`src/rtl/cm3_code_axi3_rom_slave.sv`:
```
// Read-only AXI3 slave serving the Cortex-M3 CODE port from a synchronous ROM.
// Reads are one outstanding burst at a time; every write is completed with SLVERR.
module cm3_code_axi3_rom_slave #(
    parameter logic [31:0] BASE_ADDR = 32'h0010_0000,
    parameter int          MEM_AW    = 14
) (
    input  logic              sys_clock,
    input  logic              reset,
    input  logic [31:0]       araddr,
    input  logic [1:0]        arburst,
    input  logic [3:0]        arlen,
    input  logic [2:0]        arsize,
    input  logic              arvalid,
    output logic              arready,
    output logic [31:0]       rdata,
    output logic [1:0]        rresp,
    output logic              rlast,
    output logic              rvalid,
    input  logic              rready,
    input  logic [31:0]       awaddr,
    input  logic [3:0]        awlen,
    input  logic [1:0]        awburst,
    input  logic              awvalid,
    output logic              awready,
    input  logic [31:0]       wdata,
    input  logic [3:0]        wstrb,
    input  logic              wlast,
    input  logic              wvalid,
    output logic              wready,
    output logic [1:0]        bresp,
    output logic              bvalid,
    input  logic              bready,
    output logic              mem_en,
    output logic [MEM_AW-1:0] mem_addr,
    input  logic [31:0]       mem_rdata
);

    typedef enum logic [1:0] {R_IDLE, R_ISSUE, R_WAIT, R_DATA} rstate_t;
    typedef enum logic [1:0] {W_IDLE, W_DATA, W_RESP} wstate_t;

    localparam logic [32:0] WIN_END = {1'b0, BASE_ADDR} + (33'd4 << MEM_AW);

    // Whole-burst legality: size, alignment, window bounds, burst type and wrap length.
    function automatic logic ar_error(input logic [31:0] addr, input logic [1:0] burst,
                                      input logic [3:0] len, input logic [2:0] size);
        logic [32:0] end_excl;
        logic        bad_wrap;
        if (burst == 2'b01) begin
            end_excl = {1'b0, addr} + (({29'd0, len} + 33'd1) << 2);
        end else begin
            end_excl = {1'b0, addr} + 33'd4;
        end
        bad_wrap = (burst == 2'b10) &&
                   !((len == 4'd1) || (len == 4'd3) || (len == 4'd7) || (len == 4'd15));
        return (size != 3'b010) || (addr[1:0] != 2'b00) || (addr < BASE_ADDR) ||
               (end_excl > WIN_END) || (burst == 2'b11) || bad_wrap;
    endfunction

    function automatic logic [31:0] next_addr(input logic [31:0] addr, input logic [1:0] burst,
                                              input logic [3:0] len);
        logic [31:0] wmask;
        wmask = {26'd0, len, 2'b11};
        case (burst)
            2'b01:   return addr + 32'd4;
            2'b10:   return (addr & ~wmask) | ((addr + 32'd4) & wmask);
            default: return addr;
        endcase
    endfunction

    function automatic logic [MEM_AW-1:0] word_addr(input logic [31:0] addr);
        return MEM_AW'((addr - BASE_ADDR) >> 2);
    endfunction

    rstate_t           rstate_q, rstate_d;
    logic [31:0]       addr_q, addr_d;
    logic [1:0]        burst_q, burst_d;
    logic [3:0]        len_q, len_d;
    logic [3:0]        beat_q, beat_d;
    logic              err_q, err_d;
    logic              arready_q, arready_d;
    logic              rvalid_q, rvalid_d;
    logic              rlast_q, rlast_d;
    logic [31:0]       rdata_q, rdata_d;
    logic [1:0]        rresp_q, rresp_d;
    logic              mem_en_q, mem_en_d;
    logic [MEM_AW-1:0] mem_addr_q, mem_addr_d;
    logic              ar_err_s;
    logic [31:0]       nxt_addr_s;

    wstate_t           wstate_q, wstate_d;
    logic              awready_q, awready_d;
    logic              wready_q, wready_d;
    logic              bvalid_q, bvalid_d;
    logic [1:0]        bresp_q, bresp_d;

    logic              unused_s;
    assign unused_s = ^{awaddr, awlen, awburst, wdata, wstrb};

    assign ar_err_s   = ar_error(araddr, arburst, arlen, arsize);
    assign nxt_addr_s = next_addr(addr_q, burst_q, len_q);

    // Read FSM next state; mem_en is raised on entry to R_ISSUE so it is high for that cycle.
    always_comb begin
        rstate_d   = rstate_q;
        addr_d     = addr_q;
        burst_d    = burst_q;
        len_d      = len_q;
        beat_d     = beat_q;
        err_d      = err_q;
        rvalid_d   = rvalid_q;
        rlast_d    = rlast_q;
        rdata_d    = rdata_q;
        rresp_d    = rresp_q;
        mem_en_d   = 1'b0;
        mem_addr_d = mem_addr_q;
        case (rstate_q)
            R_IDLE: begin
                if (arvalid && arready_q) begin
                    addr_d   = araddr;
                    burst_d  = arburst;
                    len_d    = arlen;
                    beat_d   = 4'd0;
                    err_d    = ar_err_s;
                    mem_en_d = !ar_err_s;
                    if (!ar_err_s) begin
                        mem_addr_d = word_addr(araddr);
                    end else begin
                        mem_addr_d = mem_addr_q;
                    end
                    rstate_d = R_ISSUE;
                end else begin
                    rstate_d = R_IDLE;
                end
            end
            R_ISSUE: begin
                rstate_d = R_WAIT;
            end
            R_WAIT: begin
                rdata_d  = err_q ? 32'd0 : mem_rdata;
                rresp_d  = err_q ? 2'b10 : 2'b00;
                rlast_d  = (beat_q == len_q);
                rvalid_d = 1'b1;
                rstate_d = R_DATA;
            end
            R_DATA: begin
                if (rready) begin
                    rvalid_d = 1'b0;
                    if (rlast_q) begin
                        rstate_d = R_IDLE;
                    end else begin
                        beat_d   = beat_q + 4'd1;
                        addr_d   = nxt_addr_s;
                        mem_en_d = !err_q;
                        if (!err_q) begin
                            mem_addr_d = word_addr(nxt_addr_s);
                        end else begin
                            mem_addr_d = mem_addr_q;
                        end
                        rstate_d = R_ISSUE;
                    end
                end else begin
                    rstate_d = R_DATA;
                end
            end
            default: begin
                rstate_d = R_IDLE;
                rvalid_d = 1'b0;
            end
        endcase
        arready_d = (rstate_d == R_IDLE);
    end

    // Read-side registers with synchronous active-low reset.
    always_ff @(posedge sys_clock) begin
        if (!reset) begin
            rstate_q   <= R_IDLE;
            addr_q     <= 32'd0;
            burst_q    <= 2'b00;
            len_q      <= 4'd0;
            beat_q     <= 4'd0;
            err_q      <= 1'b0;
            arready_q  <= 1'b0;
            rvalid_q   <= 1'b0;
            rlast_q    <= 1'b0;
            rdata_q    <= 32'd0;
            rresp_q    <= 2'b00;
            mem_en_q   <= 1'b0;
            mem_addr_q <= '0;
        end else begin
            rstate_q   <= rstate_d;
            addr_q     <= addr_d;
            burst_q    <= burst_d;
            len_q      <= len_d;
            beat_q     <= beat_d;
            err_q      <= err_d;
            arready_q  <= arready_d;
            rvalid_q   <= rvalid_d;
            rlast_q    <= rlast_d;
            rdata_q    <= rdata_d;
            rresp_q    <= rresp_d;
            mem_en_q   <= mem_en_d;
            mem_addr_q <= mem_addr_d;
        end
    end

    // Write FSM next state; handshake outputs are decoded from the next state and registered.
    always_comb begin
        wstate_d = wstate_q;
        case (wstate_q)
            W_IDLE: begin
                if (awvalid && awready_q) begin
                    wstate_d = W_DATA;
                end else begin
                    wstate_d = W_IDLE;
                end
            end
            W_DATA: begin
                if (wvalid && wready_q && wlast) begin
                    wstate_d = W_RESP;
                end else begin
                    wstate_d = W_DATA;
                end
            end
            W_RESP: begin
                if (bready && bvalid_q) begin
                    wstate_d = W_IDLE;
                end else begin
                    wstate_d = W_RESP;
                end
            end
            default: begin
                wstate_d = W_IDLE;
            end
        endcase
        awready_d = (wstate_d == W_IDLE);
        wready_d  = (wstate_d == W_DATA);
        bvalid_d  = (wstate_d == W_RESP);
        bresp_d   = (wstate_d == W_RESP) ? 2'b10 : 2'b00;
    end

    // Write-side registers with synchronous active-low reset.
    always_ff @(posedge sys_clock) begin
        if (!reset) begin
            wstate_q  <= W_IDLE;
            awready_q <= 1'b0;
            wready_q  <= 1'b0;
            bvalid_q  <= 1'b0;
            bresp_q   <= 2'b00;
        end else begin
            wstate_q  <= wstate_d;
            awready_q <= awready_d;
            wready_q  <= wready_d;
            bvalid_q  <= bvalid_d;
            bresp_q   <= bresp_d;
        end
    end

    assign arready  = arready_q;
    assign rvalid   = rvalid_q;
    assign rlast    = rlast_q;
    assign rdata    = rdata_q;
    assign rresp    = rresp_q;
    assign mem_en   = mem_en_q;
    assign mem_addr = mem_addr_q;
    assign awready  = awready_q;
    assign wready   = wready_q;
    assign bvalid   = bvalid_q;
    assign bresp    = bresp_q;

endmodule

```
`config.mk`:
```
export PLATFORM = sky130hd
export DESIGN_NAME = cm3_code_axi3_rom_slave
export DESIGN_NICKNAME = d
export VERILOG_FILES = /design/src/rtl/cm3_code_axi3_rom_slave.sv
export SDC_FILE = /design/constraint.sdc
export NUM_CORES = 1
export LEC_CHECK = 0
export BUFFER_PORTS_ARGS = -buffer_cell sky130_fd_sc_hd__buf_2
export CELL_PAD_IN_SITES_DETAIL_PLACEMENT = 0
export CELL_PAD_IN_SITES_GLOBAL_PLACEMENT = 1
export CORE_ASPECT_RATIO = 0.6
export CORE_UTILIZATION = 31
export CTS_BUF_LIST = sky130_fd_sc_hd__clkbuf_8
export DETAILED_ROUTE_END_ITERATION = 6
export PLACE_DENSITY = 0.76
export SKIP_LAST_GASP = 1
export SYNTH_ARGS = -nofsm -noshare
export SYNTH_HDL_FRONTEND = slang
export SYNTH_SLANG_ARGS = --single-unit
```
`constraint.sdc`:
```
create_clock -name sys_clock -period 4 [get_ports sys_clock]
set_clock_uncertainty 0.05 [all_clocks]
set_input_delay 0.8 -clock sys_clock [delete_from_list [all_inputs] [get_ports sys_clock]]
set_output_delay 0.8 -clock sys_clock [all_outputs]
set_load 0.05 [all_outputs]
```
* Word level (Yosys, flattened, before mapping) *
Cells that the tools add are included.
W data, S select, Z words.

operators by class
  $add $sub $neg = 7
  $lt $le $gt $ge = 2
  equal/unequal tests = 23
  muxes and demuxes = 33
  bitwise operators = 4
  reductions and logical operators = 28

operator list
  cell                     count
  $mux W32                 4
  $pmux W32 S2             2
  $mux W14                 5
  $add A32 B3 Y33 const B  1
  $add A32 B7 Y33          1
  $gt A33 B21 Y1 const B   1
  $mux W33                 1
  $add A32 B3 Y32 const B  1
  $and A32 B32 Y32         1
  $and A32 B6 Y32          1
  $lt A32 B21 Y1 const B   1
  $not A6 Y32              1
  $or A32 B32 Y32          1
  $sub A16 B1 Y16 const B  2
  $pmux W14 S2             1
  $eq A2 B2 Y1 const B     7
  $mux W4                  3
  $eq A2 B1 Y1 const B     5
  $mux W2                  5
  $ne A2 B2 Y1 const B     5
  $logic_not A2 Y1         4
  $logic_or A1 B1 Y1       8
  $pmux W2 S4              1
  $pmux W4 S2              1
  17 further kinds         34

word-level totals
  register bits after elaboration = 104
  bits of input ports = 155
  output and inout port bits = 57
  word-level logic and storage cells = 115

* Depth between registers and ports, before layout *
  depth in word-level cells = 10
  mapped depth = 15
  gate-level depth less buffers = 14

* Worst setup path before layout *
OpenSTA, ideal clock, no wires.

  kind = input-to-reg
  start = input arlen[1]
  end = register mem_addr_q[10] (netlist: mem_addr[10])
  setup time = 138 ps
  arrival time = 3686 ps
  required time = 3812 ps
  slack = 125 ps
  stages on the path = 14
  path buffers = 1
  path through = inv_1 -> ha_1 -> or2_2 -> fa_1 -> nor2b_4 -> o31a_4 -> o2111ai_2 -> nor2_1 -> mux2_1 -> nor4_4 -> a41oi_4 -> buf_6 -> o211ai_2 -> o31ai_2

between the ends
  word-level cells in the longest chain between the ends = 9
  elaborated cells between the ends (all ways) = 18
  classes of those cells = 2 x add/sub; 1 x order compare; 5 x eq/ne; 1 x mux; 9 x reduce/logical

ends and longest elaborated chain
  element                                                    line    RTL
  start: declaration                                         11      input logic [3:0] arlen,
  $add A4 B1 Y5 (tied with other cells)                      49      end_excl = {1'b0, addr} + (({29'd0, len} + 33'd1) << 2);
  $add A32 B7 Y33 or $logic_or A1 B1 Y1 (tied branches)      49, 54
  $mux W33 or $logic_or A1 B1 Y1 (tied branches)             48, 54
  $gt A33 B21 Y1 or $logic_or A1 B1 Y1 (tied branches)       56, 54
  $logic_or A1 B1 Y1 or $logic_not A1 Y1 (tied branches)     55, 54
  $logic_or A1 B1 Y1 or $logic_and A1 B1 Y1 (tied branches)  56, 53
  $logic_or A1 B1 Y1 *                                       56      (end_excl > WIN_END) || (burst == 2'b11) || bad_wrap;
  $ne A2 B2 Y1 (no line) *                                   n/a
  $reduce_and A6 Y1 (no line) *                              n/a
  end signal: assignment                                     202     mem_addr_q <= mem_addr_d;
  end: declaration                                           86      logic [MEM_AW-1:0] mem_addr_q, mem_addr_d;

Mark *: on every way between the ends. The rest lies on a longest branch, timed or not.
A chain may end at the register's enable or synchronous reset.

* Worst setup path in the final report *
  start = input arlen[0]
  end = register mem_addr_q[4] (netlist: mem_addr[4])

The elaborated chain is that of the path after synthesis.

==> metrics.md <==
| Metric | Value |
|---|---|
| Slowest-stage cell, CP | `fa_1` |
| Tot Pwr | `3.65 mW` |
| Area share of the largest cell type after synthesis | `0.338` |
| Critical Path Sink Type | `flip-flop` |
| Final WL | `13.6 mm` |
| Number of global-route vias before repair | `4,408` |
| CP startpoint kind | `input pin` |
| Worst EP required | `4.17 ns` |
| Die area | `16,400 sq um` |
| I/O Pins | `212` |
| Layout area overhead | `25.2%` |
| Sink Count | `83` |
| Total grt overflow | `0` |
| Number of diodes | `0` |
| GRT Util Overall | `0.172` |
| Leakage power | `2.67 nW` |
| Final worst path period share | `0.950` |
| Port Buf Inserts | `135` |
| Clock Path Buffers | `2` |
| Kind of critical path | `in -> reg` |
| Fin. Hold Viols | `0` |
| DRC viols | `0` |
| Placed Cells | `964` |
| Yosys cell types | `71` |
| CTS root buf | `clkbuf_8` |
| ANT nets after route | `0` |
| Postcts setup bufs | `0` |
| Tmin final | `3.80 ns` |
| Final Non-Filler Cells | `980` |
| CTS tree | `built` |
| TNS Setup | `0 ns` |
| Reported max-cap violation count | `0` |
| Cell Pwr Density | `594 nW/um^2` |
| Power share of the combinational group | `0.502` |
| Synth async-reset ratio | `0` |
| Net Sw Frac | `0.496` |
| H-tree depth | `3` |
| Largest net degree at the start of global routing | `64` |
| Yosys warning total | `0` |
| Layout cells sized above 1 | `0.286` |
| DR iter-0 viols | `273` |
| Hold WC Path Type | `reg -> reg` |
| Initial antenna violation count | `0` |
| Pint | `1.84 mW` |
| Drt pass-1 iters | `4` |
| Cell family with the largest share of critical-path delay | `simple AND/OR/NAND/NOR gates` |
| First-pass GRT wire length | `22.3 mm` |
| Final Slew Violations | `0` |
| Count leader, synth | `nor2_1` |
| Least-Margin Pin Slew | `1.11 ns` |
| Average wire per standard cell | `13.9 um` |
| Final setup violation count | `0` |
| Core footprint | `15,400 sq um` |
| Worst-Skew Late Latency | `0.38 ns` |
| Synth area leader | `dfxtp_1` |
| Post-DR vias/cell | `4.84` |
| Die Y | `99.6 um` |
| Max_slew headroom | `0.262` |
| RSZ-0062 raised after global routing | `false` |
| Top cells by count, synth | `nor2_1, dfxtp_1, a21oi_1, nand2_1, nor2b_1` |
| Final hold slack | `0.433 ns` |
| Status | `completed` |
| RePlAce Congestion | `0.778` |
| Worst path max stage delay | `0.46 ns` |
| Initial Utilization | `0.319` |
| Via count | `4,747` |
| Num CTS Buffers | `9` |
| Sw Pwr | `1.81 mW` |
| Critical path arrival | `3.97 ns` |
| Area of the mapped netlist | `4920 sq um` |
| Row cnt | `35` |
| Die width | `165 um` |
| Top cells by area, synth | `dfxtp_1, a21oi_1, nor2_1, nand2_1, nor2b_1` |
| Synthesized area per cell | `7.78 sq um` |
| Syn Inst Count | `632` |
| CP max FO | `28` |
| Hpwl dp | `10.2 mm` |
| Worst path bufs/invs | `2` |
| Peak Freq | `263 MHz` |
| Post-synth EDFFs | `0` |
| #FFs+latches synth | `83` |
| Post-synthesis sequential area ratio | `0.338` |
| Critical path cell sequence | `buf_2 > ha_1 > or2_2 > fa_1 > nor2b_4 > o31a_4 > o2111ai_2 > nor2_1 > mux2_1 > nor4_4 > a41oi_4 > buf_12 > o211ai_1 > o31ai_1` |
| Nets | `943` |
| Top_reg_cell synth | `dfxtp_1` |
| Clock network power share | `0.171` |
| Peak VDD IR | `0.314 mV` |
| Reg clk slew, reported paths | `0.09 ns` |
| Flop pwr share | `0.328` |
-- worst min-delay path, cell delays in order (launching register included) --
cell,delay [ns]
dfxtp_1,0.32
o211ai_2,0.07
o31ai_2,0.06
-- stage by stage --
step / util / cell area, sq um / setup WS, ns
floorplan: - / 4920 / 0.125
CTS: 0.398 / 6130 / 0.104
detailed placement: 0.384 / 5930 / -0.297
global route: 0.399 / 6160 / 0.0148
global placement: 0.384 / 5930 / -0.298
finish: 0.399 / 6160 / 0.201
-- what timing repair did --
action | 4_1_cts | 5_1_grt
gates resized for setup | 0 | 6
endpoints found under the setup margin | 0 | 15
endpoints found under the hold margin | 0 | 0
hold buffers | 0 | 0
-- flip-flops by register name, indices dropped and copies added (netlist names) --
signal and cells:
addr_q 14, wready 1, bresp 1, arready 1, awready 1, err_q 1
rvalid 1, mem_addr 14, rstate_q 2, wstate_q 2, rresp 1, beat_q 4
len_q 4, rlast 1, burst_q 2, mem_en 1, rdata 32
-- cell usage in the layout (no fill, tap or decap), types with 15 or more instances in the layout --
cell / count
nand2_1: 72
buf_4: 29
buf_2: 135
a21oi_1: 81
inv_1: 19
o21ai_0: 20
nor2b_1: 37
xor2_1: 15
dfxtp_1: 83
nor2_1: 88
nand3_1: 17
-- power by group through the flow --
stage / logic [mW] / registers [mW] / clock network, mW
3_3_place_gp: 1.83 / 1.21 / 0
6_report: 1.83 / 1.20 / 0.624
4_1_cts: 1.83 / 1.19 / 0.648
2_1_floorplan: 0.969 / 1.57 / 0
3_5_place_dp: 1.83 / 1.21 / 0
5_1_grt: 2.03 / 1.23 / 0.688
-- logic make-up after synthesis --
kind of cell	Yosys count	synth area share
compound gates	176	0.246
xor+xnor	20	0.0356
fa+ha+maj	16	0.0422
buf+inv	57	0.0491
flops	83	0.338
mux	8	0.0168
other cells	1	0.000762
simple gates	271	0.271
-- layer usage --
| metal | vias up | global-route usage | part of all wire |
|---|---|---|---|
| li1 | 2495 | - | - |
| met3 | 7 | 0.0530 | 0.052 |
| met5 | - | 0 | 0 |
| met1 | 2149 | 0.267 | 0.55 |
| met2 | 96 | 0.226 | 0.39 |
| met4 | 0 | 0.0346 | 0.0077 |
-- area by class of cell --
cell class | instances | area, sq um
Timing Repair Buffer | 165 | 913
Inverter | 20 | 75.1
Tap cell | 203 | 254
Clock buffer | 9 | 124
Clock inverter | 7 | 80.1
Multi-Input combinational cell | 493 | 3050
Fill cell | 1607 | 9260
Sequential cell | 83 | 1660
-- path summary, 6_finish.rpt --
kind	start	end	slack, ns	cells after the start
worst max-delay path	arlen[0]	mem_addr[4]$_SDFFE_PN0P_	0.20	14
worst min-delay path	mem_addr[5]$_SDFFE_PN0P_	mem_addr[5]$_SDFFE_PN0P_	0.43	2
worst max register to register	rstate_q[1]$_SDFF_PN0_	mem_addr[11]$_SDFFE_PN0P_	1.37	8
worst min register to register	mem_addr[5]$_SDFFE_PN0P_	mem_addr[5]$_SDFFE_PN0P_	0.43	2
Power figures use the tool's default switching activity.
